$ cat src/rtl/wrd_pkg.sv
// wrd_pkg: shared definitions for the wrd stream blocks (zero_pad, zero_strip).
// Holds the frame-position state encoding and the default vector geometry.
package wrd_pkg;

    // Default element width (signed) and elements per vector beat
    localparam int WRD_BW         = 8;
    localparam int WRD_VECTOR_LEN = 13;

    // Frame position: FIRST = next accepted beat is the leading pad, BODY = inside a frame
    typedef enum logic [0:0] {
        ST_FIRST = 1'b0,
        ST_BODY  = 1'b1
    } wrd_state_e;

endpackage

$ cat src/rtl/zero_strip_stream_reg.sv
// stream_reg: registered output stage of a valid/ready stream.
// A load captures a new beat; otherwise the beat is held stable while the
// consumer stalls and valid drops on the cycle after it is taken.
// The caller must only load when the stage is empty or being drained.
module stream_reg #(
    parameter int W = 8
) (
    input  logic         clk_i,
    input  logic         rst_i,
    input  logic         load_i,
    input  logic [W-1:0] data_i,
    input  logic         last_i,
    input  logic         ready_i,
    output logic [W-1:0] data_o,
    output logic         valid_o,
    output logic         last_o
);

    logic [W-1:0] data_r;
    logic         valid_r;
    logic         last_r;

    // Output stage: load takes priority, a drain without load empties the stage
    always_ff @(posedge clk_i) begin
        if (rst_i) begin
            data_r  <= {W{1'b0}};
            valid_r <= 1'b0;
            last_r  <= 1'b0;
        end else if (load_i) begin
            data_r  <= data_i;
            valid_r <= 1'b1;
            last_r  <= last_i;
        end else if (valid_r && ready_i) begin
            valid_r <= 1'b0;
            last_r  <= 1'b0;
        end else begin
            data_r  <= data_r;
            valid_r <= valid_r;
            last_r  <= last_r;
        end
    end

    assign data_o  = data_r;
    assign valid_o = valid_r;
    assign last_o  = last_r;

endmodule

$ cat src/rtl/zero_strip.sv
// zero_strip: removes the first and last beat of every input frame and
// forwards the inner beats unchanged (inverse of 1-leading/1-trailing padding).
// One inner beat is buffered in a hold register so the frame's final beat can
// be recognised before the preceding beat is emitted with last_o.
// Optional feature macro: ZERO_STRIP_PAD_CHECK_EN (flags nonzero discarded pads).
import wrd_pkg::*;

module zero_strip #(
    parameter int BW         = WRD_BW,
    parameter int VECTOR_LEN = WRD_VECTOR_LEN
) (
    input  logic                      clk_i,
    input  logic                      rst_i,
    input  logic [VECTOR_LEN*BW-1:0]  data_i,
    input  logic                      valid_i,
    input  logic                      last_i,
    output logic                      ready_o,
    output logic [VECTOR_LEN*BW-1:0]  data_o,
    output logic                      valid_o,
    output logic                      last_o,
    input  logic                      ready_i,
    output logic                      short_frame_o,
    output logic                      pad_err_o
);

    localparam int DW = VECTOR_LEN * BW;

    wrd_state_e    state_r;
    wrd_state_e    state_nxt_s;
    logic [DW-1:0] hold_r;
    logic          hold_v_r;
    logic          hold_v_nxt_s;
    logic          hold_load_s;
    logic          out_load_s;
    logic          out_last_s;
    logic          out_valid_s;
    logic          ready_s;
    logic          accept_s;
    logic          short_nxt_s;
    logic          short_frame_r;

    // Input acceptance: only a full hold blocks, and then only while the output is stalled
    always_comb begin
        ready_s = 1'b0;
        case (state_r)
            ST_FIRST: ready_s = 1'b1;
            ST_BODY: begin
                if (hold_v_r) begin
                    ready_s = !out_valid_s || ready_i;
                end else begin
                    ready_s = 1'b1;
                end
            end
            default: ready_s = 1'b1;
        endcase
    end

    assign accept_s = valid_i & ready_s;

    // Next-state, hold and output-load decisions for each accepted beat
    always_comb begin
        state_nxt_s  = state_r;
        hold_v_nxt_s = hold_v_r;
        hold_load_s  = 1'b0;
        out_load_s   = 1'b0;
        out_last_s   = 1'b0;
        short_nxt_s  = 1'b0;
        case (state_r)
            ST_FIRST: begin
                if (accept_s && last_i) begin
                    // single-beat frame: nothing to forward
                    short_nxt_s = 1'b1;
                end else if (accept_s) begin
                    state_nxt_s  = ST_BODY;
                    hold_v_nxt_s = 1'b0;
                end else begin
                    state_nxt_s = state_r;
                end
            end
            ST_BODY: begin
                if (!hold_v_r) begin
                    if (accept_s && last_i) begin
                        // two-beat frame: trailing pad follows leading pad directly
                        short_nxt_s = 1'b1;
                        state_nxt_s = ST_FIRST;
                    end else if (accept_s) begin
                        hold_load_s  = 1'b1;
                        hold_v_nxt_s = 1'b1;
                    end else begin
                        hold_v_nxt_s = hold_v_r;
                    end
                end else begin
                    if (accept_s && last_i) begin
                        // held beat is the final inner beat; incoming beat is the trailing pad
                        out_load_s   = 1'b1;
                        out_last_s   = 1'b1;
                        hold_v_nxt_s = 1'b0;
                        state_nxt_s  = ST_FIRST;
                    end else if (accept_s) begin
                        out_load_s  = 1'b1;
                        hold_load_s = 1'b1;
                    end else begin
                        hold_v_nxt_s = hold_v_r;
                    end
                end
            end
            default: begin
                state_nxt_s  = ST_FIRST;
                hold_v_nxt_s = 1'b0;
            end
        endcase
    end

    // Frame-position state, hold buffer and short-frame pulse
    always_ff @(posedge clk_i) begin
        if (rst_i) begin
            state_r       <= ST_FIRST;
            hold_v_r      <= 1'b0;
            hold_r        <= {DW{1'b0}};
            short_frame_r <= 1'b0;
        end else begin
            state_r       <= state_nxt_s;
            hold_v_r      <= hold_v_nxt_s;
            short_frame_r <= short_nxt_s;
            if (hold_load_s) begin
                hold_r <= data_i;
            end else begin
                hold_r <= hold_r;
            end
        end
    end

    stream_reg #(
        .W (DW)
    ) u_out_reg (
        .clk_i   (clk_i),
        .rst_i   (rst_i),
        .load_i  (out_load_s),
        .data_i  (hold_r),
        .last_i  (out_last_s),
        .ready_i (ready_i),
        .data_o  (data_o),
        .valid_o (out_valid_s),
        .last_o  (last_o)
    );

`ifdef ZERO_STRIP_PAD_CHECK_EN
    logic pad_discard_s;
    logic pad_err_r;

    // Every discarded beat is either a frame's first beat or its last beat
    assign pad_discard_s = accept_s && ((state_r == ST_FIRST) || last_i);

    // Flag a discarded pad that carried nonzero data
    always_ff @(posedge clk_i) begin
        if (rst_i) begin
            pad_err_r <= 1'b0;
        end else begin
            pad_err_r <= pad_discard_s && (|data_i);
        end
    end

    assign pad_err_o = pad_err_r;
`else
    assign pad_err_o = 1'b0;
`endif

    assign ready_o       = ready_s;
    assign valid_o       = out_valid_s;
    assign short_frame_o = short_frame_r;

endmodule

$ cat config.mk
export PLATFORM = sky130hd
export DESIGN_NAME = zero_strip
export DESIGN_NICKNAME = d
export VERILOG_FILES = /design/src/rtl/wrd_pkg.sv /design/src/rtl/zero_strip_stream_reg.sv /design/src/rtl/zero_strip.sv
export SDC_FILE = /design/constraint.sdc
export NUM_CORES = 1
export LEC_CHECK = 0
export ABC_CLOCK_PERIOD_IN_PS = 1660
export BUFFER_PORTS_ARGS = -buffer_cell sky130_fd_sc_hd__buf_2
export CAP_MARGIN = 40
export CORE_ASPECT_RATIO = 0.75
export CORE_UTILIZATION = 55
export CTS_BUF_LIST = sky130_fd_sc_hd__clkbuf_8
export DETAILED_ROUTE_END_ITERATION = 12
export PLACE_DENSITY = 0.82
export SLEW_MARGIN = 20
export SYNTH_ARGS = -nofsm -noshare
export SYNTH_HDL_FRONTEND = slang
export SYNTH_SLANG_ARGS = --single-unit
$ cat constraint.sdc
create_clock -name clk_i -period 1.66 [get_ports clk_i]
set_input_delay 0.498 -clock clk_i [delete_from_list [all_inputs] [get_ports clk_i]]
set_output_delay 0.498 -clock clk_i [all_outputs]
set_load 0.02 [all_outputs]
[Word level (Yosys, flattened, before mapping)]
Index checks and enable logic that the tools add are counted.
Operators by class
  add/subtract/negate cells: 0
  multipliers: 0
  divide/modulo/power cells: 0
  order comparisons: 0
  equal/unequal tests: 2
  shifts and indexed selects: 0
  mux-type cells: 22
  bitwise gates (word level): 2
  reductions and logical operators: 6
Operators by type and width (number)
  $mux 1: 18
  $pmux 1 s2: 4
  $ne 2x2->1 const B: 2
  $logic_and 1x1->1: 2
  $reduce_and 2->1: 1
  $reduce_bool 2->1: 1
  $and 1x1->1: 1
  $logic_not 1->1: 1
  $logic_or 1x1->1: 1
  $not 1->1: 1
Word-level totals
  flip-flop bits (word level): 213
  latch bits: 0
  memory bits (writable): 0
  memory bits (read-only): 0
  input port bits: 109
  output and inout port bits: 109
  word-level logic and storage cells: 39
  memories: 0

[Logic depth before layout (Yosys ltp)]
Gate-level depths: netlist of run 1.
  depth in word-level cells: 10
  gate-level depth with buffers: 6
  depth with buffers taken out: 3

[Modules after synthesis]
Synthesis of run 1 repeated with hierarchy kept, for this count alone.
Second synthesis, totals
  cell total of the unflattened synthesis: 818
  area, all modules: 8608.3 um2
Modules (own cells, without submodules)
  zero_strip: times used 1, cells an instance 473, area each 4859.7 um2, sequential area each 2142.1 um2
  stream_reg: times used 1, cells an instance 345, area each 3748.6 um2, sequential area each 2122.0 um2

[Least setup slack after synthesis of run 1]
OpenSTA, ideal clock, no wires.
  kind: input to register
  start point: input last_i
  end point: register hold_r[13]
  library setup time: 72 ps
  arrival: 1441 ps
  required time: 1588 ps
  slack: 147 ps
  stages: 5
  buffers on the path: 2
  path through: nand3b_1 > a31oi_2 > buf_6 > buf_6 > mux2i_1
Between the ends
  cells in the longest elaborated chain, start to end: 3
Ends and longest elaborated chain
  start: declaration: RTL line zero_strip.sv:16  | input logic last_i,
  $logic_and 1x1->1: RTL line zero_strip.sv:82, zero_strip.sv:93
  $mux 1: RTL line zero_strip.sv:82, zero_strip.sv:93
  $mux 1: RTL line zero_strip.sv:68  | case (state_r)
  end signal: assignment: RTL line zero_strip.sv:119  | hold_r <= {DW{1'b0}};
  end signal: assignment: RTL line zero_strip.sv:126  | hold_r <= data_i;
  end signal: assignment: RTL line zero_strip.sv:128  | hold_r <= hold_r;
  end: declaration: RTL line zero_strip.sv:30  | logic [DW-1:0] hold_r;
Every way passes these cells.
A chain may end at the register's enable or synchronous reset.

[Worst setup path after layout of run 1]
  start point: register u_out_reg.valid_r (netlist: u_out_reg.valid_o)
  end point: output ready_o
Between the ends
  cells in the longest elaborated chain, start to end: 4
Ends and longest elaborated chain
  start: declaration: RTL line zero_strip_stream_reg.sv:20  | logic valid_r;
  start signal: assignment: RTL line zero_strip_stream_reg.sv:38  | valid_r <= valid_r;
  $logic_not 1->1: RTL line zero_strip.sv:49  | ready_s = !out_valid_s || ready_i;
  $logic_or 1x1->1: RTL line zero_strip.sv:49
  $mux 1: RTL line zero_strip.sv:48  | if (hold_v_r) begin
  $pmux 1 s2: RTL line zero_strip.sv:45  | case (state_r)
  end: declaration: RTL line zero_strip.sv:17  | output logic ready_o,
Every way passes these cells.

==> flow_summary_export.csv, run 1 <==
group,metric,value,unit
logic_synthesis,yosysTopAreaCellShare,48.7,%
critical_path,r2r_slack,120,ps
clocking,h-tree-depth,2,
clocking,cts_made_buffers,34,
placement,hpwl,11700,um
detailed_routing,routed_wl,17400,um
sta,setup_slack,31.1,ps
logic_synthesis,synth_seq_cells,213,
cells_and_area,diodes,0,
critical_path,reg2reg_depth,6,
clocking,clock-sinks,213,
global_routing,grt.busiest_layer,"met2",
cells_and_area,post-route-util,70.9,%
critical_path,critPathMaxFanout,3,
global_routing,grt_usage,21.0,%
clocking,insertion_delay,490,ps
global_routing,grt.met2_usage,33.1,%
clocking,cts_buffer_depth,3,
global_routing,globalRouteOverflowTotal,0,
global_routing,grt_max_degree,70,
detailed_routing,ant_nets,0,
logic_synthesis,synth_top_area_cell,"dfxtp_1",
sta,timing.hold.ws,269,ps
global_routing,grt_use_met3,6.83,%
sta,skew,21.5,ps
placement,place_area,0.0102,mm2
cells_and_area,area_delta_synth_final,24.6,%
floorplanning,die_area,0.0164,mm2
logic_synthesis,syn_nets,922,
sta,rsz0062_at_grt,"yes",
sta,finalHoldViolations,0,
critical_path,critPathLaunch,"u_out_reg.valid_o$_SDFFE_PP0P_",
detailed_routing,via_per_inst,4.82,
detailed_routing,vias,6086,
global_routing,grt_pass1_wl,28600,um
pwr,p_leak,4.96,nW
critical_path,worstSetupEndpointType,"output pin",
global_routing,grt_pass1_vias,6000,
floorplanning,initial_utilization,56.9,%
sta,tns,0,ps
logic_synthesis,syn_inst,813,
logic_synthesis,ys_warn_count,0,
clocking,cts_tree,"built",
sta,setup_viol,0,
sta,fmax,614,MHz
cells_and_area,drive_above_1_share,27.9,%
logic_synthesis,synthDistinctLibCells,23,
logic_synthesis,synth_most_common_cell,"nand2b_1",
sta,finalCritPeriodShare,98.1,%
global_routing,met1_usage,28.0,%
sta,finalMaxSlewViolations,0,
logic_synthesis,synth_area_leaders,"dfxtp_1 (49%), mux2i_1 (24%), nand2b_1 (22%)",
logic_synthesis,synthTopCellsByCount,"nand2b_1 (313), dfxtp_1 (213), mux2i_1 (208)",
global_routing,antenna_found_initial,1,
cells_and_area,fin_area,0.0109,mm2
critical_path,critPathLaunchType,"flip-flop",
logic_synthesis,synthArstFlopShare,0,%
cells_and_area,layout.cells.non_filler,1262,
clocking,clockRootBuffer,"clkbuf_8",
detailed_routing,routedWlPerCell,13.8,um
floorplanning,dieHeight,111,um
detailed_routing,dr.pass1.iters,4,
placement,place_congestion,0.747,
clocking,clk_pin_slew,60,ps
cells_and_area,num-nets-final,1147,
logic_synthesis,syn_area_per_cell,10.8,um2
floorplanning,rows,39,
floorplanning,coreArea,0.0154,mm2
pwr,power,9.98,mW
logic_synthesis,ys_seq_area_share,48.7,%
placement,dp_slack,-54.5,ps
critical_path,crit_type,"reg -> out",
logic_synthesis,ys.flop_type,"dfxtp_1",
sta,fin_crit,1630,ps
logic_synthesis,syn_area,0.00875,mm2
pwr,power_density,915,mW/mm2
run,drv_cap,0,
placement,placedCellCount,1202,
logic_synthesis,synth-edff-count,0,
detailed_routing,drtIter0Drc,180,
floorplanning,die_w,148,um
critical_path,r2r-end,"hold_r[56]$_SDFFE_PP0P_",
critical_path,crit_end,"ready_o",
placement,port_buffers,216,
outcome,status,"completed",
floorplanning,io_pins,218,
pwr,irDropWorstVdd,0.623,mV
detailed_routing,post-route-drc-count,0,
critical_path,crit_required,1160,ps
critical_path,arrival,1130,ps
hold_path,holdCritPathClass,"in -> reg",
## worst min-delay path by stage
stage	startpoint	to	slack, ps	cells after the start
2_1_floorplan	hold_r[67]$_SDFFE_PP0P_	hold_r[67]$_SDFFE_PP0P_	460	2
3_5_place_dp	u_out_reg.data_o[74]$_SDFFE_PP0P_	u_out_reg.data_o[74]$_SDFFE_PP0P_	460	2
6_report	valid_i	flip-flop	270	2
3_3_place_gp	u_out_reg.data_o[85]$_SDFFE_PP0P_	u_out_reg.data_o[85]$_SDFFE_PP0P_	460	2
4_1_cts	valid_i	flip-flop	240	2
5_1_grt	data_i[79]	hold_r[79]$_SDFFE_PP0P_	240	3
## cell usage in the layout (no fill, tap or decap)
| cell | count |
|---|---|
| nor3b_2 | 1 |
| nand3_1 | 1 |
| conb_1 | 1 |
| dfxtp_1 | 210 |
| nor3b_1 | 1 |
| clkinv_2 | 1 |
| buf_2 | 214 |
| clkbuf_8 | 40 |
| a21oi_1 | 1 |
| a31oi_4 | 1 |
| a311oi_1 | 1 |
| bufinv_16 | 1 |
| nand4_1 | 1 |
| buf_4 | 15 |
| a31oi_1 | 1 |
| buf_12 | 18 |
| o21ai_0 | 1 |
| nor2_1 | 1 |
| nand4b_1 | 1 |
| buf_6 | 1 |
| nand2_1 | 2 |
| o32ai_1 | 1 |
| dfxtp_4 | 3 |
| mux2i_1 | 208 |
| nand3b_1 | 2 |
| nand2b_1 | 313 |
| nor2b_1 | 1 |
| inv_1 | 15 |
## area by class of cell
| class | count | area, um2 |
|---|---|---|
| tap | 205 | 256 |
| timing repair buffer | 248 | 1560 |
| fill | 1152 | 4470 |
| inverter | 2 | 7.51 |
| clock buffer | 40 | 551 |
| sequential | 213 | 4280 |
| multi-input combinational | 539 | 4170 |
| clock inverter | 15 | 83.8 |
## kinds of logic after synthesis
logic type             after synthesis  synth area share (%)
multiplexers                       208                  23.8
other                                1                0.0429
AND/OR/NAND/NOR                    324                  23.1
buffers and inverters               61                  3.76
AO/OA/AOI/OAI                        6                 0.529
flip-flops                         213                  48.7
## routing by layer
layer / up-vias / wire, um
li1: 3102 / -
met1: 2803 / 8430
met2: 157 / 7550
met3: 22 / 1220
met4: 2 / 181
met5: - / 10
## power breakdown
group	switching, mW	internal (mW)	total, mW
Combinational	0.250	0.343	0.594
Clock	1.87	2.32	4.20
Sequential	0.0167	5.17	5.19
Total	2.14	7.83	9.98
## timing repair
action                     CTS  global route
setup buffers                4             1
setup endpoints to repair    1             1
resized for setup            7             0
cloned                       0             0
pin swaps                    0             1
hold buffers                 0             0
## registers in the layout, indices dropped and copies added (netlist names), named ones only
name               flops
short_frame_o          1
hold_r               104
u_out_reg.last_o       1
u_out_reg.data_o     104
u_out_reg.valid_o      1
hold_v_r               1
## critical path: stages (launching register included)
cell and delay (ps):
dfxtp_4 350, nand4b_1 120, buf_4 180
Power figures use the tool's default switching activity.
==> run 2, diff against run 1 <==
--- a/config.mk
+++ b/config.mk
@@ -10,7 +10,7 @@
 export CAP_MARGIN = 40
 export CORE_ASPECT_RATIO = 0.75
 export CORE_UTILIZATION = 55
-export CTS_BUF_LIST = sky130_fd_sc_hd__clkbuf_8
+export CTS_BUF_LIST = sky130_fd_sc_hd__clkbuf_4 sky130_fd_sc_hd__clkbuf_8
 export DETAILED_ROUTE_END_ITERATION = 12
 export PLACE_DENSITY = 0.82
 export SLEW_MARGIN = 20
==> constraint.sdc (replaced) <==
create_clock -name clk_i -period 1.66 [get_ports clk_i]
set_input_delay 0.166 -clock clk_i [delete_from_list [all_inputs] [get_ports clk_i]]
set_output_delay 0.166 -clock clk_i [all_outputs]
set_load 0.02 [all_outputs]
==> flow_summary_export.csv, run 2 (same netlist as run 1, synthesis figures left out) <==
group,metric,value,unit
floorplanning,dieHeight,111,um
critical_path,r2r_start,"u_out_reg.valid_o$_SDFFE_PP0P_",
hold_path,holdCritPathClass,"in -> reg",
cells_and_area,area_delta_synth_final,35.4,%
sta,rsz0062_at_grt,"no",
placement,place_area,0.0101,mm2
global_routing,grt_max_degree,72,
global_routing,grt_usage,24.4,%
sta,finalMaxSlewViolations,0,
detailed_routing,routed-wl-met2,9230,um
sta,setup_slack,72.0,ps
critical_path,slowest_stage,"dlygate4sd3_1",
critical_path,crit_required,2090,ps
global_routing,globalRouteOverflowTotal,0,
detailed_routing,routed_wl,19900,um
detailed_routing,post-route-drc-count,0,
sta,fin_crit,1590,ps
cells_and_area,most-common-layout-cells,"nand2b_1 (313), buf_2 (215), dfxtp_1 (213), mux2i_1 (208), dlygate4sd3_1 (107)",
clocking,clk_pin_slew,60,ps
clocking,clockRootBuffer,"clkbuf_8",
run,drv_cap,0,
placement,placedCellCount,1195,
global_routing,grt_pass1_wl,32500,um
floorplanning,coreArea,0.0154,mm2
floorplanning,die_w,148,um
placement,place_congestion,0.752,
placement,hpwl,11300,um
critical_path,worstSetupEndpointType,"flip-flop",
detailed_routing,wl_met3,1170,um
critical_path,r2r_slack,70,ps
critical_path,cp_cell_sequence,"nand4b_1 -> a311oi_1 -> dlygate4sd3_1",
critical_path,crit_type,"reg -> reg",
sta,finalHoldViolations,0,
critical_path,critPathBufInv,1,
pwr,power,10.6,mW
sta,setup_viol,0,
cells_and_area,drive_above_1_share,25.6,%
global_routing,antenna_found_initial,1,
hold_path,min_path_cells,4,
floorplanning,io_pins,218,
placement,dp_slack,195,ps
placement,port_buffers,216,
clocking,clock-sinks,213,
detailed_routing,via_per_inst,4.74,
clocking,cts_buffer_depth,3,
hold_path,worstHoldStart,"ready_i",
clocking,cts_tree,"built",
pwr,irDropWorstVdd,1.20,mV
cells_and_area,fin_area,0.0118,mm2
sta,tns,0,ps
cells_and_area,final_common_cell,"nand2b_1",
pwr,power_density,893,mW/mm2
floorplanning,rows,39,
cells_and_area,layout.cells.non_filler,1360,
critical_path,arrival,2010,ps
pwr,p_leak,5.32,nW
detailed_routing,met1_length,9060,um
critical_path,critPathMaxFanout,5,
detailed_routing,ant_nets,0,
cells_and_area,num-nets-final,1242,
sta,finalCritPeriodShare,95.7,%
critical_path,reg2reg_depth,3,
detailed_routing,dr.pass1.iters,4,
critical_path,path_delay_family,"buffers and inverters",
global_routing,grt_pass1_vias,6637,
clocking,insertion_delay,490,ps
floorplanning,die_area,0.0164,mm2
detailed_routing,drtIter0Drc,208,
hold_path,min_to,"u_out_reg.last_o$_SDFFE_PP0P_",
sta,fmax,630,MHz
sta,skew,12.9,ps
detailed_routing,vias,6451,
critical_path,critPathLaunchType,"flip-flop",
clocking,cts_setup_buffers,0,
outcome,status,"completed",
clocking,h-tree-depth,2,
floorplanning,initial_utilization,56.9,%
clocking,cts_made_buffers,34,
critical_path,slowest_delay,570,ps
detailed_routing,routedWlPerCell,14.6,um
detailed_routing,highest_layer,"met4",
run 2: what timing repair did:
action | in CTS | in global routing
resized for setup | 0 | 0
hold buffers | 107 | 0
hold endpoints to repair | 107 | 0
run 2: final cells by class:
cell class	instances	area [um2]
tap	205	256
sequential	213	4260
multi-input combinational	539	4170
clock inverter	2	10.0
inverter	2	7.51
timing repair buffer	343	2430
clock buffer	55	701
fill	1018	3520
antenna	1	2.50
run 2: worst max path at each step:
stage	from	end	slack, ps	depth (start not counted)
6_report	u_out_reg.valid_o$_SDFFE_PP0P_	flip-flop	70	3
4_1_cts	u_out_reg.valid_o$_SDFFE_PP0P_	flip-flop	100	3
3_3_place_gp	hold_v_r$_SDFFE_PP0P_	u_out_reg.data_o[99]$_SDFFE_PP0P_	240	4
2_1_floorplan	u_out_reg.valid_o$_SDFFE_PP0P_	u_out_reg.data_o[100]$_SDFFE_PP0P_	190	6
3_5_place_dp	last_i	hold_r[1]$_SDFFE_PP0P_	190	6
5_1_grt	hold_v_r$_SDFFE_PP0P_	flip-flop	6	3
run 2: worst min-delay path, delay by kind of cell:
family	cells	cell delay [ps]
AO/OA/AOI/OAI	1	80
AND/OR/NAND/NOR	2	130
buffers and inverters	1	100
run 2: layer usage:
metal  vias to the layer above  track usage [%]
met5                         -                0
met4                         0             7.35
met3                        30             6.46
met2                       172             41.4
met1                      2944             30.1
li1                       3305                -
run 2: per-stage QoR:
step / utilization (%) / hold WS (ps)
after floorplan: - / 275
after global placement: 65.5 / 406
after detailed placement: 65.5 / 415
after CTS: 77.1 / 26.9
after global routing: 77.1 / 63.4
final: 77.1 / 53.9
run 2: power breakdown:
group	switching, mW	total, mW	leakage (nW)	internal (mW)
Combinational	0.297	0.789	3.22	0.492
Sequential	0.0176	5.19	1.72	5.17
Clock	1.95	4.60	0.380	2.65
